## src/rtl/nibble_serial_tx.sv

```systemverilog
`default_nettype none
// ============================================================================
// Module      : nibble_serial_tx
// Description : Parallel-to-serial transmitter. Accepts W-bit words over a
//               valid/ready handshake and shifts them out LSB-first on X, one
//               bit per CLK. A one-entry hold register sits behind the shift
//               register so consecutive words leave with no idle gap. FRAME
//               marks bit 0 of every word, BUSY marks every data bit.
//
// Parameters  : W          - word width in bits (>= 2)
//               IDLE_LEVEL - level driven on X while no word is shifting
//
// Ports       : CLK       in   rising-edge clock
//               CLR       in   asynchronous active-high reset
//               DIN       in   parallel word (W bits)
//               DIN_VALID in   DIN is valid this cycle
//               DIN_READY out  block can accept a word (= !hold_full)
//               X         out  serial data, registered
//               FRAME     out  high while X carries bit 0 of a word
//               BUSY      out  high while X carries any data bit
//
// Option      : NIBBLE_SERIAL_TX_EXCESS3_EN - when defined, each accepted
//               word is encoded as DIN + 3 (mod 2^W) before it is stored.
//
// Revision    : 1.0 - initial release
// ============================================================================
module nibble_serial_tx #(
    parameter int   W          = 4,
    parameter logic IDLE_LEVEL = 1'b0
) (
    input  logic         CLK,
    input  logic         CLR,
    input  logic [W-1:0] DIN,
    input  logic         DIN_VALID,
    output logic         DIN_READY,
    output logic         X,
    output logic         FRAME,
    output logic         BUSY
);

    localparam int              C_CW   = (W > 1) ? $clog2(W) : 1;
    localparam logic [C_CW-1:0] C_LAST = C_CW'(W - 1);

    typedef enum logic [0:0] {
        S_IDLE  = 1'b0,
        S_SHIFT = 1'b1
    } state_t;

    state_t            r_state;
    logic [W-1:0]      r_shift;
    logic [W-1:0]      r_hold;
    logic              r_hold_full;
    logic [C_CW-1:0]   r_cnt;

    state_t            w_state_nxt;
    logic [W-1:0]      w_shift_nxt;
    logic [W-1:0]      w_hold_nxt;
    logic              w_hold_full_nxt;
    logic [C_CW-1:0]   w_cnt_nxt;
    logic              w_accept;
    logic [W-1:0]      w_word;

    // Ready depends on registered state only, never on DIN_VALID.
    assign DIN_READY = !r_hold_full;
    assign w_accept  = DIN_VALID && !r_hold_full;

    // Encoding is applied once at acceptance so shifter and hold agree.
`ifdef NIBBLE_SERIAL_TX_EXCESS3_EN
    assign w_word = DIN + W'(3);
`else
    assign w_word = DIN;
`endif

    always_comb begin
        w_state_nxt     = r_state;
        w_shift_nxt     = r_shift;
        w_hold_nxt      = r_hold;
        w_hold_full_nxt = r_hold_full;
        w_cnt_nxt       = r_cnt;
        case (r_state)
            S_IDLE: begin
                if (w_accept) begin
                    w_shift_nxt = w_word;
                    w_cnt_nxt   = '0;
                    w_state_nxt = S_SHIFT;
                end
            end
            S_SHIFT: begin
                if (r_cnt != C_LAST) begin
                    w_shift_nxt = r_shift >> 1;
                    w_cnt_nxt   = r_cnt + 1'b1;
                    if (w_accept) begin
                        w_hold_nxt      = w_word;
                        w_hold_full_nxt = 1'b1;
                    end
                end else if (r_hold_full) begin
                    // Hold has priority; DIN_READY is low so no transfer here.
                    w_shift_nxt     = r_hold;
                    w_hold_full_nxt = 1'b0;
                    w_cnt_nxt       = '0;
                end else if (w_accept) begin
                    w_shift_nxt = w_word;
                    w_cnt_nxt   = '0;
                end else begin
                    w_state_nxt = S_IDLE;
                end
            end
            default: begin
                w_state_nxt = S_IDLE;
            end
        endcase
    end

    // Outputs are registered from next-state values so bit 0 of a word is on
    // X in the cycle directly after the accepting edge.
    always_ff @(posedge CLK or posedge CLR) begin
        if (CLR) begin
            r_state     <= S_IDLE;
            r_shift     <= '0;
            r_hold      <= '0;
            r_hold_full <= 1'b0;
            r_cnt       <= '0;
            X           <= IDLE_LEVEL;
            FRAME       <= 1'b0;
            BUSY        <= 1'b0;
        end else begin
            r_state     <= w_state_nxt;
            r_shift     <= w_shift_nxt;
            r_hold      <= w_hold_nxt;
            r_hold_full <= w_hold_full_nxt;
            r_cnt       <= w_cnt_nxt;
            X           <= (w_state_nxt == S_SHIFT) ? w_shift_nxt[0] : IDLE_LEVEL;
            FRAME       <= (w_state_nxt == S_SHIFT) && (w_cnt_nxt == '0);
            BUSY        <= (w_state_nxt == S_SHIFT);
        end
    end

endmodule
`default_nettype wire

```

## config.mk

```make
export PLATFORM = sky130hd
export DESIGN_NAME = nibble_serial_tx
export DESIGN_NICKNAME = d
export VERILOG_FILES = /design/src/rtl/nibble_serial_tx.sv
export SDC_FILE = /design/constraint.sdc
export NUM_CORES = 1
export LEC_CHECK = 0
export BUFFER_PORTS_ARGS = -buffer_cell sky130_fd_sc_hd__buf_4
export CELL_PAD_IN_SITES_DETAIL_PLACEMENT = 1
export CELL_PAD_IN_SITES_GLOBAL_PLACEMENT = 2
export CORE_UTILIZATION = 30
export CTS_CLUSTER_DIAMETER = 200
export DETAILED_ROUTE_END_ITERATION = 12
export PLACE_DENSITY_LB_ADDON = 0.15
export SLEW_MARGIN = 5
export SYNTH_ARGS = -nofsm -noshare
export SYNTH_HDL_FRONTEND = slang
export SYNTH_SLANG_ARGS = --single-unit
```

## constraint.sdc

```tcl
create_clock -name CLK -period 1.9 [get_ports CLK]
set_clock_uncertainty 0.1 [all_clocks]
set_input_delay 0.19 -clock CLK [delete_from_list [all_inputs] [get_ports CLK]]
set_output_delay 0.19 -clock CLK [all_outputs]
set_load 0.03 [all_outputs]
```

# ---- Yosys cells after proc, flatten, opt, wreduce, memory -nomap -nowiden
# Index checks and enable logic that the tools add are counted.
dict set report word_totals {
  reg_bits 14
  input_bits 7
  out_inout_bits 4
  wordCells 32
}
dict set report classes {
  add_sub_neg 1
  n_eq_ne 2
  muxes 15
  bitwise_logic 1
  reduce_logical 6
}
# operator count
set ops {}
lappend ops {{4-bit two-way mux} 3}
lappend ops {{4-bit one-hot mux with 2 select lines} 1}
lappend ops {{1-bit two-way mux} 6}
lappend ops {{2-bit two-way mux} 3}
lappend ops {{2-bit inequality test, second input constant} 2}
lappend ops {{2-bit one-hot mux with 2 select lines} 1}
lappend ops {{3-bit AND reduction} 1}
lappend ops {{2-bit by 1-bit adder with 2-bit output, second input constant} 1}
lappend ops {{1-bit logical AND} 2}
lappend ops {{2-bit zero test} 1}
lappend ops {{1-bit one-hot mux with 2 select lines} 1}
lappend ops {{2-bit AND reduction} 1}
lappend ops {{1-bit zero test} 1}
lappend ops {{1-bit inverter} 1}

# ---- Longest topological paths before layout
# Gate-level depths: netlist of the first run.
dict set report depth {
  word_depth 8
  ltp_mapped 4
  depth_no_buf 4
}

# ---- Worst setup path before layout of the first run
# No wires, ideal clock.
dict set report synth_path {
  path_type {register to register}
  start {register r_cnt[0]}
  end {register r_hold[0]}
  setup_time_ns 0.125
  arrival_time_ns 1.305
  required_ns 1.675
  setup_slack_ns 0.370
  stages_incl_launch_ff 5
  path_buffers 0
  synth_period_minus_slack_ns 1.530
  cell_sequence {dfrtp_1 -> ha_1 -> nor2b_2 -> and2_4 -> mux2_4}
}
dict set report synth_via {
  elab_chain_cells 2
}
# item line
set synth_rtl {}
lappend synth_rtl {{start, declared} 53} ;# logic [C_CW-1:0] r_cnt;
lappend synth_rtl {{start signal, assigned} 131} ;# r_cnt <= w_cnt_nxt;
lappend synth_rtl {{2-bit inequality test} 89} ;# if (r_cnt != C_LAST) begin
lappend synth_rtl {{3-bit AND reduction (no source line)} --}
lappend synth_rtl {{end signal, assigned} 129} ;# r_hold <= w_hold_nxt;
lappend synth_rtl {{end, declared} 51} ;# logic [W-1:0] r_hold;
# No other way between the ends.
# A chain may end at the register's enable or synchronous reset.

# ---- Worst setup path after layout of the first run
dict set report layout_path {
  start {register r_cnt[0]}
  end {register r_hold[3]}
}
# Same word-level chain as after synthesis.

==> results.tsv, run 1 <==
stage	metric	value	unit
outcome	status	completed	
setup_path	start_kind	flop	
grt	grt_pass1_wl	2.014	mm
clock_network	cts_sinks	13	
drt	postRouteAntennaNets	0	
layout	fillerInstances	229	
placed_design	placed_area	730.7	um^2
placed_design	gp_congestion	0.7141	
drt	first_iter_violations	5	
power_and_ir_drop	power_density	1775	nW/um^2
timing	fmax	0.6151	GHz
power_and_ir_drop	seq_power_share	0.381	
timing	final_hold_viol_count	0	
drt	dr.pass1.iters	3	
logic_synthesis	syn_area	618.1	um^2
grt	grt_use_total	0.1381	
logic_synthesis	syn_nets	60	
logic_synthesis	avgSynthCellArea	11.89	um^2
timing	maxSlewViolCount	0	
timing	setup_viol_count_final	0	
placed_design	placed_cells	89	
clock_network	htree_levels	1	
layout	multi_input_area	277.8	um^2
logic_synthesis	synth-seq-area-share	0.5263	
floorplan	core-area	1942	um^2
placed_design	portBuffers	10	
layout	post-route-util	0.3950	
hold_path	hp-class	input pin to flop	
clock_network	clockBufferDepth	2	
floorplan	start_util	0.3183	
clock_network	postCtsResizedCells	0	
floorplan	rows	16	
grt	globalRouteOverflowTotal	0	
layout	fin_area	767.0	um^2
grt	antenna_found_initial	0	
timing	min_period_over_period	0.8556	
clock_network	cts_buffers	3	
drt	drc	0	
setup_path	cp.arrival	1.69	ns
layout	diodes	0	
setup_path	worstPathMaxFanout	8	
power_and_ir_drop	p_leak	0.3595	nW
layout	layout-drive-gt1-share	0.3582	
flow_run	max-cap-violations	0	
drt	finalWirelength	1.303	mm
logic_synthesis	yosysWarnings	0	
layout	layout_commonest_cell	dfrtp_1	
logic_synthesis	yosys.cell_types.count	21	
timing	relSlewSlack	0.6743	
timing	worstMarginPinSlew	0.4879	ns
setup_path	end_kind	flop	
power_and_ir_drop	p_switching	524.5	uW
timing	fin_setup_tns	0	ns
power_and_ir_drop	ir_drop	0.7075	mV
floorplan	die_area	2246	um^2
logic_synthesis	ys_ff_latch	13	
drt	num_vias	448	
layout	final_cell_mix	dfrtp_1, buf_4, nand2_1	
power_and_ir_drop	pwr-share-comb	0.496	
placed_design	place_ws	0.2748	ns
logic_synthesis	synth_cells	52	
drt	routed_via_density	4.766	
logic_synthesis	synth_largest_area_cell	dfrtp_1	
layout	area_growth	24.09	%
power_and_ir_drop	p_sw_frac	0.3853	
clock_network	path_clk_slew	0.08	ns
power_and_ir_drop	p_clk_frac	0.123	
setup_path	worst-setup-path-type	flop to flop	
setup_path	required	1.97	ns
floorplan	ios	11	
layout	instances_no_fill	94	
logic_synthesis	synth_top_area_frac	0.5263	
floorplan	die_w	47.39	um
logic_synthesis	netlist_top_cells_area	dfrtp_1, mux2_4, nand2_1	
timing	finalCriticalPeriod	1.626	ns
grt	grt_pass1_vias	451	
drt	wl_per_cell	13.86	um
timing	grt_setup_unrepaired	no	
clock_network	clkLatencyLatePin	0.28	ns
placed_design	dp_hpwl	974.7	um
timing	fin_ws	0.2743	ns
power_and_ir_drop	intPower	836.6	uW
layout	layout.area.seq	325.3	um^2
clock_network	cts_root_buf	clkbuf_4	
layout	nNetsFinal	76	
floorplan	die_y	47.39	um
clock_network	cts_tree	yes	
grt	grt_max_degree	14	
==> cell type report <==
cell class,count,share of cell area
Sequential cell,13,0.4241
Multi-Input combinational cell,35,0.3622
Timing Repair Buffer,12,0.1207
Tap cell,27,0.04405
Clock buffer,4,0.03426
Inverter,3,0.01468
==> critical path: stages (launching register included) <==
cell and delay [ns]:
dfrtp_1 0.40, ha_1 0.30, nor2b_2 0.21, and2_4 0.21, mux2_4 0.30
==> worst paths after layout <==
check / from / end / slack (ns) / cells after the start
worst min-delay path: DIN[1] / r_hold[1] / 0.05 / 2
worst min register to register: r_cnt[1] / r_cnt[1] / 0.42 / 1
worst max-delay path: r_cnt[0] / r_hold[3] / 0.27 / 4
max in group asynchronous: CLR / r_shift[3] / 0.97 / 3
min in group asynchronous: CLR / X / 0.40 / 3
worst max register to register: r_cnt[0] / r_hold[3] / 0.27 / 4
==> per-layer routing <==
layer	global-route usage	share of wire
met1	0.1639	0.42
met2	0.2219	0.54
met3	0.05769	0.041
met4	0.05143	0
met5	0	0
==> stage by stage <==
| stage | total power, mW | hold WS [ns] |
|---|---|---|
| floorplan | 1.001 | -0.03304 |
| global placement | 1.191 | 0.1496 |
| detailed placement | 1.197 | 0.1475 |
| CTS | 1.382 | 0.04118 |
| global route | 1.466 | 0.04185 |
| finish | 1.361 | 0.05054 |
==> cell families (layout without fill, tap and decap cells) <==
group / after synthesis / count (layout) / synth area share
and+or+nand+nor: 13 / 13 / 0.1255
AOI/OAI and AO/OA: 14 / 14 / 0.1559
muxes: 7 / 7 / 0.1478
buffers and inverters: 4 / 19 / 0.02428
DFF: 13 / 13 / 0.5263
adders and majority gates: 1 / 1 / 0.02024
==> sequential cells by signal, indices dropped and copies added, names as in the netlist <==
signal       flops
X                1
r_state          1
FRAME            1
r_hold_full      1
r_cnt            2
r_shift          3
r_hold           4
==> power groups by stage <==
stage,registers (mW),logic [mW],clock network [mW]
detailed placement,0.523,0.674,0
CTS,0.519,0.685,0.178
global placement,0.524,0.667,0
floorplan,0.562,0.439,0
global route,0.531,0.749,0.186
finish,0.519,0.675,0.167
==> cell usage after synthesis, drive strengths merged <==
cell,n
a21oi,5
a22o,1
a22oi,1
a32oi,2
and2,1
clkbuf,1
dfrtp,13
ha,1
inv,3
mux2,5
mux2i,2
nand2,6
nand2b,3
nand3,1
nor2b,2
o21ai,1
o22ai,3
o2bb2ai,1
==> what timing repair did <==
action	CTS	global route
hold buffers	1	0
hold endpoints to repair	13	0
setup buffers	0	0
(Power assumes the default switching activity.)
==> inputs of run 2 (changes only) <==
==> constraint.sdc (replaced) <==
create_clock -name CLK -period 1.9 [get_ports CLK]
set_clock_uncertainty 0.1 [all_clocks]
set_input_delay 0.475 -clock CLK [delete_from_list [all_inputs] [get_ports CLK]]
set_output_delay 0.475 -clock CLK [all_outputs]
set_load 0.03 [all_outputs]
==> results.tsv, run 2 (same netlist as run 1, synthesis figures left out) <==
stage	metric	value	unit	change
setup_path	end_kind	flop		
clock_network	clockBufferDepth	2		unchanged
clock_network	clkLatencyLatePin	0.27	ns	about the same
timing	fin_setup_tns	0	ns	unchanged
power_and_ir_drop	ir_drop	0.7891	mV	+12%
clock_network	cts_sinks	13		unchanged
setup_path	worst-setup-path-type	flop to flop		
layout	largest_reg_flops	4		unchanged
hold_path	hp-class	input pin to asynchronous set/reset pin		
layout	area_growth	22.47	%	
flow_run	max-cap-violations	0		unchanged
power_and_ir_drop	p_leak	0.3553	nW	-1.2%
clock_network	cts_setup_buffers	0		unchanged
drt	postRouteAntennaNets	0		unchanged
clock_network	cts_buffers	3		unchanged
setup_path	cp_top_family	simple AND/OR/NAND/NOR gates		
placed_design	portBuffers	10		unchanged
timing	maxSlewViolCount	0		unchanged
drt	num_vias	440		-1.8%
grt	globalRouteOverflowTotal	0		unchanged
timing	fmax	0.6144	GHz	-0.12%
setup_path	crit_slowest_cell	dfrtp_1		
drt	finalWirelength	1.276	mm	-2.1%
grt	antenna_found_initial	0		unchanged
timing	min_period_over_period	0.8566		+0.001029
clock_network	cts_tree	yes		
setup_path	cp_num_cells	4		unchanged
floorplan	ios	11		unchanged
drt	first_iter_violations	2		-3
setup_path	start_kind	flop		
timing	final_hold_viol_count	0		unchanged
floorplan	rows	16		unchanged
timing	relSlewSlack	0.6774		+0.003012
placed_design	dp_hpwl	952.8	um	-2.2%
setup_path	required	1.97	ns	about the same
timing	setup_viol_count_final	0		unchanged
floorplan	start_util	0.3183		unchanged
setup_path	cp.arrival	1.69	ns	about the same
setup_path	crit_end	r_hold[3]		
setup_path	r2r_slack	0.27	ns	about the same
layout	layout_commonest_cell	dfrtp_1		
clock_network	path_clk_slew	0.08	ns	about the same
clock_network	postCtsResizedCells	0		unchanged
placed_design	gp_congestion	0.7127		-0.20%
drt	wl_per_cell	13.72	um	-1.0%
grt	grt_pass1_wl	2.042	mm	+1.4%
timing	grt_setup_unrepaired	no		
clock_network	htree_levels	1		unchanged
setup_path	worstReg2RegEnd	r_hold[3]		
power_and_ir_drop	power_density	1788	nW/um^2	+0.75%
layout	nNetsFinal	75		-1.3%
grt	grt_max_degree	14		unchanged
setup_path	crit_path_start	r_cnt[0]		
layout	post-route-util	0.3898		-0.005154
layout	final_cell_mix	dfrtp_1, buf_4, nand2_1		
floorplan	die_w	47.39	um	unchanged
clock_network	cts_root_buf	clkbuf_4		
setup_path	path_cells	ha_1, nor2b_2, and2_4, mux2_4		
setup_path	timing.reg2reg.worst_path_depth	4		unchanged
setup_path	slowest_delay	0.41	ns	about the same
timing	worstMarginPinSlew	0.4834	ns	-0.004513 ns
layout	layout-drive-gt1-share	0.3636		+0.005427
clock_network	cts_hold_buf	0		-1
layout	top_regs	r_hold (4), r_shift (3), r_cnt (2)		
setup_path	worstPathMaxFanout	8		unchanged
floorplan	core-area	1942	um^2	unchanged
power_and_ir_drop	total_power	1.353	mW	-0.57%
drt	drc	0		unchanged
floorplan	die_area	2246	um^2	unchanged
layout	diodes	0		unchanged
outcome	status	completed		
layout	regMostFlops	r_hold		
drt	dr.pass1.iters	2		-1
grt	grt_use_total	0.1403		+0.002132
layout	fillerInstances	228		-0.44%
grt	grt_pass1_vias	451		unchanged
timing	finalCriticalPeriod	1.628	ns	+0.001956 ns
floorplan	die_y	47.39	um	unchanged
drt	routed_via_density	4.731		-0.73%
setup_path	path_buf_inv	0		unchanged
setup_path	r2r-start	r_cnt[0]		
run 2: changes by cell type in the layout (fill, tap and decap cells not counted), sizes merged:
cell,before,now
dlygate4sd3,1,0
run 2: per-stage QoR:
step / std cells / instance area (um^2) / hold WS, ns / setup WS (ns)
after CTS: 93 / 757.0 / 0.1262 / 0.2556
final: 93 / 757.0 / 0.1131 / 0.2724
after detailed placement: 89 / 730.7 / 0.4003 / 0.2894
after global placement: 89 / 730.7 / 0.4121 / 0.3093
after floorplan: 52 / 618.1 / 0.2520 / 0.3700
after global routing: 93 / 757.0 / 0.1484 / 0.1704
run 2: cell type report:
cell class                      instances  area (um^2)  area share
Inverter                                3        11.26     0.01488
Timing Repair Buffer                   11        82.58      0.1091
Tap cell                               27        33.78     0.04463
Multi-Input combinational cell         35        277.8      0.3669
Sequential cell                        13        325.3      0.4298
Clock buffer                            4        26.28     0.03471
run 2: per-layer routing:
metal	wire [um]	GRT usage
met1	544	0.1659
met5	0	0
met2	665	0.2274
met4	6	0.03429
met3	59	0.06923
run 2: power breakdown:
group          switching, mW  internal (mW)
clock network         0.0846         0.0814
registers              0.102          0.419
logic                  0.333          0.334
total                  0.519          0.834
run 2: worst min-delay path by stage:
stage,end,slack (ns),depth (start not counted)
after floorplan,FRAME,0.25,1
after global placement,r_cnt[1],0.41,1
after detailed placement,r_cnt[1],0.40,1
after CTS,X,0.13,2
after global routing,X,0.15,2
final,r_hold[3],0.11,2
